[src/rtl/fault_campaign_pkg.sv]
// Shared types and constants for the fault-injection campaign controller.
// Optional feature macro: FAULT_CAMPAIGN_BASELINE_EN (fault-free baseline step).
package fault_campaign_pkg;

    localparam int ADDR_W           = 4;   // width of fault_bit_addr and the bit index
    localparam int COUNT_W          = 4;   // width of detect_count
    localparam int LAT_W            = 3;   // latency counter, covers CHECK_LAT 0..7
    localparam int DEFAULT_NUM_BITS = 12;

    typedef enum logic [2:0] {
        ST_IDLE,
        ST_BASE,
        ST_INJECT,
        ST_GAP,
        ST_DONE
    } state_t;

    // Increment that sticks at all-ones instead of wrapping.
    function automatic logic [COUNT_W-1:0] sat_inc(input logic [COUNT_W-1:0] value);
        return (value == {COUNT_W{1'b1}}) ? value : value + 1'b1;
    endfunction

endpackage

[src/rtl/fault_campaign_if.sv]
// Handshake and result bundle between a campaign requester and the controller.
// Optional feature macro: FAULT_CAMPAIGN_BASELINE_EN (drives false_pos when set).
interface fault_campaign_if
    import fault_campaign_pkg::*;
#(
    parameter int NUM_BITS = DEFAULT_NUM_BITS
);
    logic                start;
    logic                abort;
    logic                error_detected;
    logic [ADDR_W-1:0]   fault_bit_addr;
    logic                fault_en;
    logic                busy;
    logic                done;
    logic [NUM_BITS-1:0] miss_mask;
    logic [COUNT_W-1:0]  detect_count;
    logic                false_pos;

    // Requester side: issues commands, observes injector drive and results.
    modport master (
        output start, abort, error_detected,
        input  fault_bit_addr, fault_en, busy, done, miss_mask, detect_count, false_pos
    );

    // Controller side.
    modport slave (
        input  start, abort, error_detected,
        output fault_bit_addr, fault_en, busy, done, miss_mask, detect_count, false_pos
    );
endinterface

[src/rtl/fault_campaign_ctrl.sv]
// Sweeps a single-bit fault across every code-word position, waits CHECK_LAT
// cycles per injection for the Berger checker, and records which faults escaped.
// Optional feature macro: FAULT_CAMPAIGN_BASELINE_EN -- adds a fault-free BASE
// step before the sweep and makes false_pos live; otherwise false_pos is 0.
module fault_campaign_ctrl
    import fault_campaign_pkg::*;
#(
    parameter int NUM_BITS  = DEFAULT_NUM_BITS,
    parameter int CHECK_LAT = 1
) (
    input  logic            clk,
    input  logic            rst,
    fault_campaign_if.slave bus
);

    localparam logic [LAT_W-1:0]  LAST_CNT = LAT_W'(CHECK_LAT);
    localparam logic [ADDR_W-1:0] LAST_IDX = ADDR_W'(NUM_BITS - 1);

    state_t              state, state_next;
    logic [LAT_W-1:0]    lat_cnt;
    logic [ADDR_W-1:0]   bit_idx, idx_next;
    logic                last_cycle;
    logic                take_start;
    logic                sample_inject;
    logic                fault_en_q;
    logic [ADDR_W-1:0]   addr_q;
    logic [NUM_BITS-1:0] miss_q;
    logic [COUNT_W-1:0]  count_q;

    // State register.
    // NOTE: sequential state uses non-blocking assignments so every flop sees pre-edge values.
    always_ff @(posedge clk or posedge rst) begin
        if (rst) state <= ST_IDLE;
        else     state <= state_next;
    end

    // Next-state decode, index advance and result-sampling strobes.
    // NOTE: every output of this block gets a default first, so no latch is inferred.
    always_comb begin
        state_next    = state;
        idx_next      = bit_idx;
        take_start    = 1'b0;
        sample_inject = 1'b0;
        last_cycle    = (lat_cnt == LAST_CNT);
        unique case (state)
            ST_IDLE: begin
                if (bus.start) begin
                    take_start = 1'b1;
                    idx_next   = '0;
`ifdef FAULT_CAMPAIGN_BASELINE_EN
                    state_next = ST_BASE;
`else
                    state_next = ST_INJECT;
`endif
                end
            end
            ST_BASE: begin
                if (bus.abort)      state_next = ST_IDLE;
                else if (last_cycle) state_next = ST_INJECT;
            end
            ST_INJECT: begin
                if (bus.abort) begin
                    state_next = ST_IDLE;
                end else if (last_cycle) begin
                    sample_inject = 1'b1;
                    if (bit_idx == LAST_IDX) begin
                        state_next = ST_DONE;
                    end else begin
                        idx_next   = bit_idx + 1'b1;
                        state_next = ST_GAP;
                    end
                end
            end
            ST_GAP:  state_next = bus.abort ? ST_IDLE : ST_INJECT;
            ST_DONE: state_next = ST_IDLE;
            default: state_next = ST_IDLE;
        endcase
    end

    // Latency counter, bit index, registered injector drive and result capture.
    // NOTE: miss_mask is a plain flop vector, so it is cleared by reset like any other register.
    always_ff @(posedge clk or posedge rst) begin
        if (rst) begin
            lat_cnt    <= '0;
            bit_idx    <= '0;
            fault_en_q <= 1'b0;
            addr_q     <= '0;
            miss_q     <= '0;
            count_q    <= '0;
        end else begin
            // Restart the dwell count on every state entry.
            lat_cnt    <= (state_next != state) ? '0 : lat_cnt + 1'b1;
            bit_idx    <= idx_next;
            fault_en_q <= (state_next == ST_INJECT);
            if (state_next == ST_INJECT) addr_q <= idx_next;
            if (take_start) begin
                miss_q  <= '0;
                count_q <= '0;
            end else if (sample_inject) begin
                if (bus.error_detected) count_q         <= sat_inc(count_q);
                else                    miss_q[bit_idx] <= 1'b1;
            end
        end
    end

`ifdef FAULT_CAMPAIGN_BASELINE_EN
    logic sample_base;
    logic false_pos_q;

    assign sample_base = (state == ST_BASE) && !bus.abort && last_cycle;

    // Baseline capture: any error flagged with no fault injected is a false positive.
    always_ff @(posedge clk or posedge rst) begin
        if (rst)              false_pos_q <= 1'b0;
        else if (take_start)  false_pos_q <= 1'b0;
        else if (sample_base) false_pos_q <= bus.error_detected;
    end

    assign bus.false_pos = false_pos_q;
`else
    assign bus.false_pos = 1'b0;
`endif

    assign bus.fault_en       = fault_en_q;
    assign bus.fault_bit_addr = addr_q;
    assign bus.busy           = (state != ST_IDLE);
    assign bus.done           = (state == ST_DONE);
    assign bus.miss_mask      = miss_q;
    assign bus.detect_count   = count_q;

endmodule

[src/flat_wrapper.sv]
// flat-port wrapper written by rule: the top's interface ports become plain ports
module fault_campaign_ctrl_flat import fault_campaign_pkg::*;
#(
    parameter int NUM_BITS  = DEFAULT_NUM_BITS,
    parameter int CHECK_LAT = 1
)
  (clk, rst, bus_start, bus_abort, bus_error_detected, bus_fault_bit_addr, bus_fault_en, bus_busy, bus_done, bus_miss_mask, bus_detect_count, bus_false_pos);
  fault_campaign_if #(.NUM_BITS(NUM_BITS)) bus_i ();
  input  logic clk;
  input  logic rst;
  input wire logic [$bits(bus_i.start)-1:0] bus_start;
  input wire logic [$bits(bus_i.abort)-1:0] bus_abort;
  input wire logic [$bits(bus_i.error_detected)-1:0] bus_error_detected;
  output wire logic [$bits(bus_i.fault_bit_addr)-1:0] bus_fault_bit_addr;
  output wire logic [$bits(bus_i.fault_en)-1:0] bus_fault_en;
  output wire logic [$bits(bus_i.busy)-1:0] bus_busy;
  output wire logic [$bits(bus_i.done)-1:0] bus_done;
  output wire logic [$bits(bus_i.miss_mask)-1:0] bus_miss_mask;
  output wire logic [$bits(bus_i.detect_count)-1:0] bus_detect_count;
  output wire logic [$bits(bus_i.false_pos)-1:0] bus_false_pos;
  assign bus_i.start = bus_start;
  assign bus_i.abort = bus_abort;
  assign bus_i.error_detected = bus_error_detected;
  assign bus_fault_bit_addr = bus_i.fault_bit_addr;
  assign bus_fault_en = bus_i.fault_en;
  assign bus_busy = bus_i.busy;
  assign bus_done = bus_i.done;
  assign bus_miss_mask = bus_i.miss_mask;
  assign bus_detect_count = bus_i.detect_count;
  assign bus_false_pos = bus_i.false_pos;
  fault_campaign_ctrl #(.NUM_BITS(NUM_BITS), .CHECK_LAT(CHECK_LAT)) u_core (.clk(clk), .rst(rst), .bus(bus_i));
endmodule
[config.mk]
export PLATFORM = sky130hd
export DESIGN_NAME = fault_campaign_ctrl_flat
export DESIGN_NICKNAME = d
export VERILOG_FILES = /design/src/rtl/fault_campaign_pkg.sv /design/src/rtl/fault_campaign_if.sv /design/src/rtl/fault_campaign_ctrl.sv /design/src/flat_wrapper.sv
export SDC_FILE = /design/constraint.sdc
export NUM_CORES = 1
export LEC_CHECK = 0
export BUFFER_PORTS_ARGS = -buffer_cell sky130_fd_sc_hd__buf_4
export CELL_PAD_IN_SITES_DETAIL_PLACEMENT = 1
export CELL_PAD_IN_SITES_GLOBAL_PLACEMENT = 1
export CORE_MARGIN = 10
export CORE_UTILIZATION = 44
export CTS_BUF_LIST = sky130_fd_sc_hd__clkbuf_2 sky130_fd_sc_hd__clkbuf_4 sky130_fd_sc_hd__clkbuf_8
export DETAILED_ROUTE_END_ITERATION = 6
export GPL_TIMING_DRIVEN = 0
export PLACE_DENSITY_LB_ADDON = 0.1
export RECOVER_POWER = 100
export SLEW_MARGIN = 20
export SYNTH_ARGS = -nofsm -noshare
export SYNTH_HDL_FRONTEND = slang
export SYNTH_SLANG_ARGS = --single-unit
[constraint.sdc]
create_clock -name clk -period 2.1 [get_ports clk]
set_input_delay 0.315 -clock clk [delete_from_list [all_inputs] [get_ports clk]]
set_output_delay 0.315 -clock clk [all_outputs]
set_load 0.01 [all_outputs]
==> flow_summary.json, run 1 <==
{
  "yosysWarnings": 0,
  "path_max_fanout": 4,
  "finClkSkew_ns": 0.0114,
  "crit_type": "flip-flop to flip-flop",
  "drive_gt1_share_pct": 20.0,
  "portBuffers": 27,
  "max_freq_mhz": 494,
  "max_stage_delay_ns": 0.42,
  "final_common_cell": "dfrtp_1",
  "dr.first_iter.drc_count": 83,
  "cts_sinks": 31,
  "numCtsBuffers": 5,
  "crit_chain": "ha_2 -> inv_1 -> or3_1 -> nand3_1 -> mux2_2 -> mux2_4",
  "grt_start_max_net_pins": 32,
  "initial_core_util_pct": 45.4,
  "viasPerCell": 5.29,
  "register_area_um2": 777,
  "setup_viol": 0,
  "routedWlPerCell_um": 16.9,
  "fp.coreArea_mm2": 0.00334,
  "cts_tree": "done",
  "ir_worst_vdd_mv": 0.448,
  "antenna_found_initial": 0,
  "placed_cell_area_mm2": 0.00177,
  "cts_buffer_depth": 2,
  "clkSlewWorstSetupHoldPaths_ns": 0.10,
  "syn_nets": 153,
  "leakage_nw": 0.816,
  "ioPinCount": 29,
  "synth.distinct_cells": 41,
  "synth_seq_cells": 31,
  "rows": 21,
  "netlist_area_mm2": 0.00151,
  "multi_input_area_um2": 697,
  "overflow": 0,
  "finalSetupTns_ns": 0,
  "synth.avg_cell_area_um2": 10.7,
  "period_share_pct": 96.4,
  "drc": 0,
  "worstMarginPinSlew_ns": 1.17,
  "post_cts_buffers": 0,
  "critical_path.endpoint_type": "flip-flop",
  "synthArstFlopShare_pct": 100,
  "min_path_type": "input port to asynchronous set/reset pin",
  "cp_slowest_cell": "dfrtp_1",
  "critical_path_arrival_ns": 2.24,
  "status": "finished, final reports clean",
  "first_global_vias": 1236,
  "worstRegToRegCells": 6,
  "grt.total_usage_pct": 12.0,
  "die_h_um": 78.7,
  "insertedDiodeCount": 0,
  "cp-start-kind": "flip-flop",
  "ys.flop_type": "dfrtp_1",
  "rsz0062_at_grt": "false",
  "postRouteAntennaNets": 0,
  "cts-htree-levels": 2,
  "finalNetCount": 187,
  "syn_to_final_growth_pct": 17.2,
  "fp.dieW_um": 78.7,
  "dieArea_mm2": 0.00619,
  "synth_edf_count": 0,
  "nFillCells": 393,
  "cts_root_buf": "clkbuf_4",
  "final_cell_mix": "dfrtp_1, nor2_1, clkbuf_1",
  "drv_cap": 0,
  "first_pass_iters": 4,
  "hpwl_um": 2730,
  "clk_latency_ns": 0.33,
  "wirelength_um": 3730,
  "post-route-util_pct": 53.2,
  "vias": 1169,
  "ys_seq_area_share_pct": 51.2,
  "p_per_area_mw_per_mm2": 919,
  "syn_inst": 141,
  "place.gp.congestion": 0.821,
  "grt_pass1_wl_um": 5910,
  "fin_crit_ns": 2.03,
  "slew_headroom_pct": 22.2,
  "finalHoldViolations": 0,
  "crit_required_ns": 2.32,
  "maxSlewViolCount": 0,
  "final_area_mm2": 0.00177
}
-- sequential cells by signal (all words and copies together) (netlist names) --
register / count
u_core.bus.detect_count: 4
u_core.bus.fault_bit_addr: 4
u_core.state: 3
u_core.lat_cnt: 3
u_core.bus.miss_mask: 12
u_core.bus.fault_en: 1
u_core.bit_idx: 4
-- stage by stage --
step	instances	total power, mW	worst slack, ns	hold WS [ns]
global route	221	1.74	0.00148	0.348
CTS	221	1.66	0.0168	0.0923
global placement	214	1.28	0.109	0.448
finish	221	1.63	0.0746	0.285
floorplan	141	1.13	0.275	0.419
detailed placement	214	1.31	0.0318	0.457
-- synthesized netlist by cell type (2+ instances only) --
master    number  share of area, %
nor2b_1        3               1.2
mux2_2         2               1.5
dfrtp_1       31                51
inv_1          7               1.7
o31ai_1        2              0.99
inv_2          2              0.50
nand4b_1       2               1.2
a211oi_1       2              0.99
xnor2_1        2               1.2
mux2_4         4               4.0
a21oi_1       14               4.6
nor2_1        26               6.4
ha_1           7               5.8
buf_2          2              0.66
or3_1          2              0.83
o21ai_0        3              0.99
nand2_1        3              0.74
nor3b_1        2              0.99
nand3_1        3              0.99
-- routing by layer --
metal	share of wire [%]	wire length (µm)	global-route usage, %	vias up
met5	0	0	0	-
met4	1.9	69	4.30	0
met3	5.3	196	5.13	8
met2	51	1900	21.2	26
li1	-	-	-	551
met1	42	1560	12.5	584
-- power by group --
part	switching, mW	leakage (nW)	internal, mW
sequential	0.0478	0.425	0.665
combinational	0.348	0.357	0.217
clock	0.198	0.0341	0.155
-- logic make-up after synthesis --
group / after synthesis / share of synthesized area (%)
other: 1 / 0.248
flip-flops: 31 / 51.2
AO/OA/AOI/OAI: 27 / 11.4
adder cells (fa/ha/maj): 7 / 5.78
AND/OR/NAND/NOR: 51 / 19.1
XOR/XNOR: 3 / 1.74
multiplexers: 7 / 6.12
buffers and inverters: 14 / 4.38
-- worst paths after layout --
kind                                        startpoint                                  endpoint  slack (ns)
hold / removal                                     rst               u_core.lat_cnt[0]$_DFF_PP0_        0.28
max in group asynchronous                          rst               u_core.bit_idx[1]$_DFF_PP0_        1.04
min in group clk                    bus_error_detected      u_core.bus.miss_mask[11]$_DFFE_PP0P_        0.37
setup / recovery           u_core.bit_idx[0]$_DFF_PP0_  u_core.bus.fault_bit_addr[1]$_DFFE_PP0P_        0.07
hold reg to reg            u_core.lat_cnt[0]$_DFF_PP0_               u_core.lat_cnt[0]$_DFF_PP0_        0.48
setup reg to reg           u_core.bit_idx[0]$_DFF_PP0_  u_core.bus.fault_bit_addr[1]$_DFFE_PP0P_        0.07
-- layout make-up --
class / count / share of cell area [%]
flip-flops and latches: 31 / 43.8
multi-input cells: 96 / 39.3
repair buffers: 27 / 6.77
well taps: 46 / 3.24
clock buffers: 6 / 2.89
inverters: 9 / 1.90
plain buffers: 5 / 1.83
clock inverters: 1 / 0.282
-- timing repair --
action                                  CTS  global route
gates resized for setup                   0             6
hold buffers                              0             0
endpoints found under the setup margin    0            16
-- critical path: cells and delay by family, from the launching register on --
family / cells / cell delay [ns]
AND/OR/NAND/NOR: 2 / 0.52
flip-flops: 1 / 0.42
adder cells (fa/ha/maj): 1 / 0.24
multiplexers: 2 / 0.65
buffers and inverters: 1 / 0.09
Power figures use the tool's default switching activity.
==> run 2: changes to the inputs <==
CORE_UTILIZATION = 40   (was 44)
clock period = 1.75 ns   (was 2.1 ns; I/O delays follow)
==> run 2 against run 1 <==
- the run now ends with setup timing left
- worst hold slack worse by 0.0020 ns
- sequential power is 21% higher
- worst setup slack got worse by 0.26 ns
- final area is 17% higher
- non-clock buffer count increased by 14
- final cell count increased by 7.7%
- register-to-register slack worse by 0.26 ns
- core utilization is 3.4 points higher
- critical path type unchanged
- critical endpoint is now u_core.bus.fault_bit_addr[0]$_DFFE_PP0P_
- largest cell class is now multi-input gates
==> flow_summary.json, run 2 (synthesis results as in run 1) <==
{
  "first_global_vias": 1331,
  "die_h_um": 81.5,
  "antenna_found_initial": 0,
  "worstMarginPinSlew_ns": 1.15,
  "drive_gt1_share_pct": 34.7,
  "initial_core_util_pct": 41.4,
  "post-route-util_pct": 56.6,
  "path_max_fanout": 9,
  "rows": 22,
  "fin_crit_ns": 1.94,
  "grt_pass1_wl_um": 6600,
  "p_per_area_mw_per_mm2": 1210,
  "ioPinCount": 29,
  "insertedDiodeCount": 0,
  "cts_buffer_depth": 2,
  "drc": 0,
  "first_pass_iters": 4,
  "fp.dieW_um": 81.5,
  "final_cell_mix": "dfrtp_1, nor2_1, clkbuf_1",
  "crit_required_ns": 1.92,
  "setup_viol": 19,
  "grt.total_usage_pct": 13.0,
  "period_share_pct": 111,
  "postRouteAntennaNets": 0,
  "dr.first_iter.drc_count": 78,
  "largest_reg_flops": 12,
  "violations": "setup timing",
  "crit_chain": "buf_4 -> nor2_2 -> and3_1 -> clkbuf_4 -> nor2_1 -> mux2_2 -> mux2_4",
  "overflow": 0,
  "vias": 1253,
  "drv_cap": 0,
  "max_stage_delay_ns": 0.45,
  "viasPerCell": 5.26,
  "cts_sinks": 31,
  "leakage_nw": 0.957,
  "maxSlewViolCount": 0,
  "slew_headroom_pct": 23.3,
  "critical_path_arrival_ns": 2.10,
  "crit_type": "flip-flop to flip-flop",
  "syn_to_final_growth_pct": 36.9,
  "place.gp.congestion": 0.842,
  "cts_tree": "done",
  "min_path_type": "input port to asynchronous set/reset pin",
  "clkSlewWorstSetupHoldPaths_ns": 0.06,
  "worst_slack_ns": -0.186,
  "max_freq_mhz": 517,
  "reg2reg_from": "u_core.state[2]$_DFF_PP0_",
  "portBuffers": 27,
  "critical_path.endpoint_type": "flip-flop",
  "dp_slack_ns": -0.310,
  "wirelength_um": 4340,
  "routedWlPerCell_um": 18.2,
  "final_common_cell": "dfrtp_1",
  "cp_slowest_cell": "dfrtp_2",
  "hpwl_um": 2850,
  "grt_start_max_net_pins": 32,
  "rsz0062_at_grt": "true",
  "cp_num_buf_inv": 2,
  "fp.coreArea_mm2": 0.00366,
  "dp_cells": 216,
  "numCtsBuffers": 5,
  "clk_latency_ns": 0.28,
  "fin_cells": 238,
  "cts-htree-levels": 2,
  "dieArea_mm2": 0.00665,
  "finalNetCount": 201,
  "ir_worst_vdd_mv": 0.654,
  "cts_root_buf": "clkbuf_8",
  "finalHoldViolations": 0,
  "crit_start": "u_core.state[2]$_DFF_PP0_",
  "finClkSkew_ns": 0.00484,
  "cp-start-kind": "flip-flop",
  "status": "finished with violations",
  "critical-path-top-delay-family": "multiplexers"
}
[run 2: where the power goes]
part	switching [mW]	internal [mW]	leakage, nW
Clock	0.258	0.374	0.0549
Sequential	0.0623	0.799	0.424
Combinational	0.540	0.468	0.478
[run 2: worst reg2reg max path: stages, from the launching register on]
cell,delay [ns]
dfrtp_2,0.45
buf_4,0.17
nor2_2,0.18
and3_1,0.20
clkbuf_4,0.21
nor2_1,0.07
mux2_2,0.28
mux2_4,0.27
[run 2: through the flow]
step / instance area [µm²] / power, mW / hold WS, ns / setup TNS [ns]
2_1_floorplan: 1510 / 1.35 / 0.366 / -0.300
3_3_place_gp: 1780 / 1.55 / 0.449 / -3.17
3_5_place_dp: 1780 / 1.58 / 0.404 / -4.21
4_1_cts: 1990 / 2.35 / 0.0953 / -0.866
5_1_grt: 2070 / 2.67 / 0.352 / -3.55
6_report: 2070 / 2.50 / 0.283 / -1.55
[run 2: cell type report]
cell class	count	area [µm²]
plain buffers	5	42.5
clock buffers	8	104
fillers	401	1590
inverters	9	33.8
multi-input cells	96	808
flip-flops and latches	31	778
well taps	48	60.1
repair buffers	41	245
[run 2: worst paths after layout]
check	endpoint	slack, ns	cells past startpoint
worst max-delay path	u_core.bus.fault_bit_addr[0]$_DFFE_PP0P_	-0.19	7
worst min-delay path	u_core.lat_cnt[2]$_DFF_PP0_	0.28	2
worst max register to register	u_core.bus.fault_bit_addr[0]$_DFFE_PP0P_	-0.19	7
worst min register to register	u_core.bus.miss_mask[10]$_DFFE_PP0P_	0.50	2
max in group asynchronous	u_core.state[2]$_DFF_PP0_	0.70	2
min in group clk	u_core.state[0]$_DFF_PP0_	0.34	4
[run 2: per-layer routing]
| layer | part of all wire (%) | vias to the layer above | routed length (µm) | global-route usage (%) |
|---|---|---|---|---|
| li1 | - | 578 | - | - |
| met1 | 43 | 635 | 1860 | 14.7 |
| met2 | 51 | 35 | 2220 | 21.6 |
| met3 | 5.3 | 5 | 232 | 4.91 |
| met4 | 0.83 | 0 | 36 | 5.71 |
| met5 | 0 | - | 0 | 0 |
[run 2: what timing repair did]
action	in CTS	in global routing
hold buffers	0	0
pin swaps	9	11
buffers inserted	7	8
endpoints found under the hold margin	0	0
resized for setup	14	21
endpoints found under the setup margin	24	22
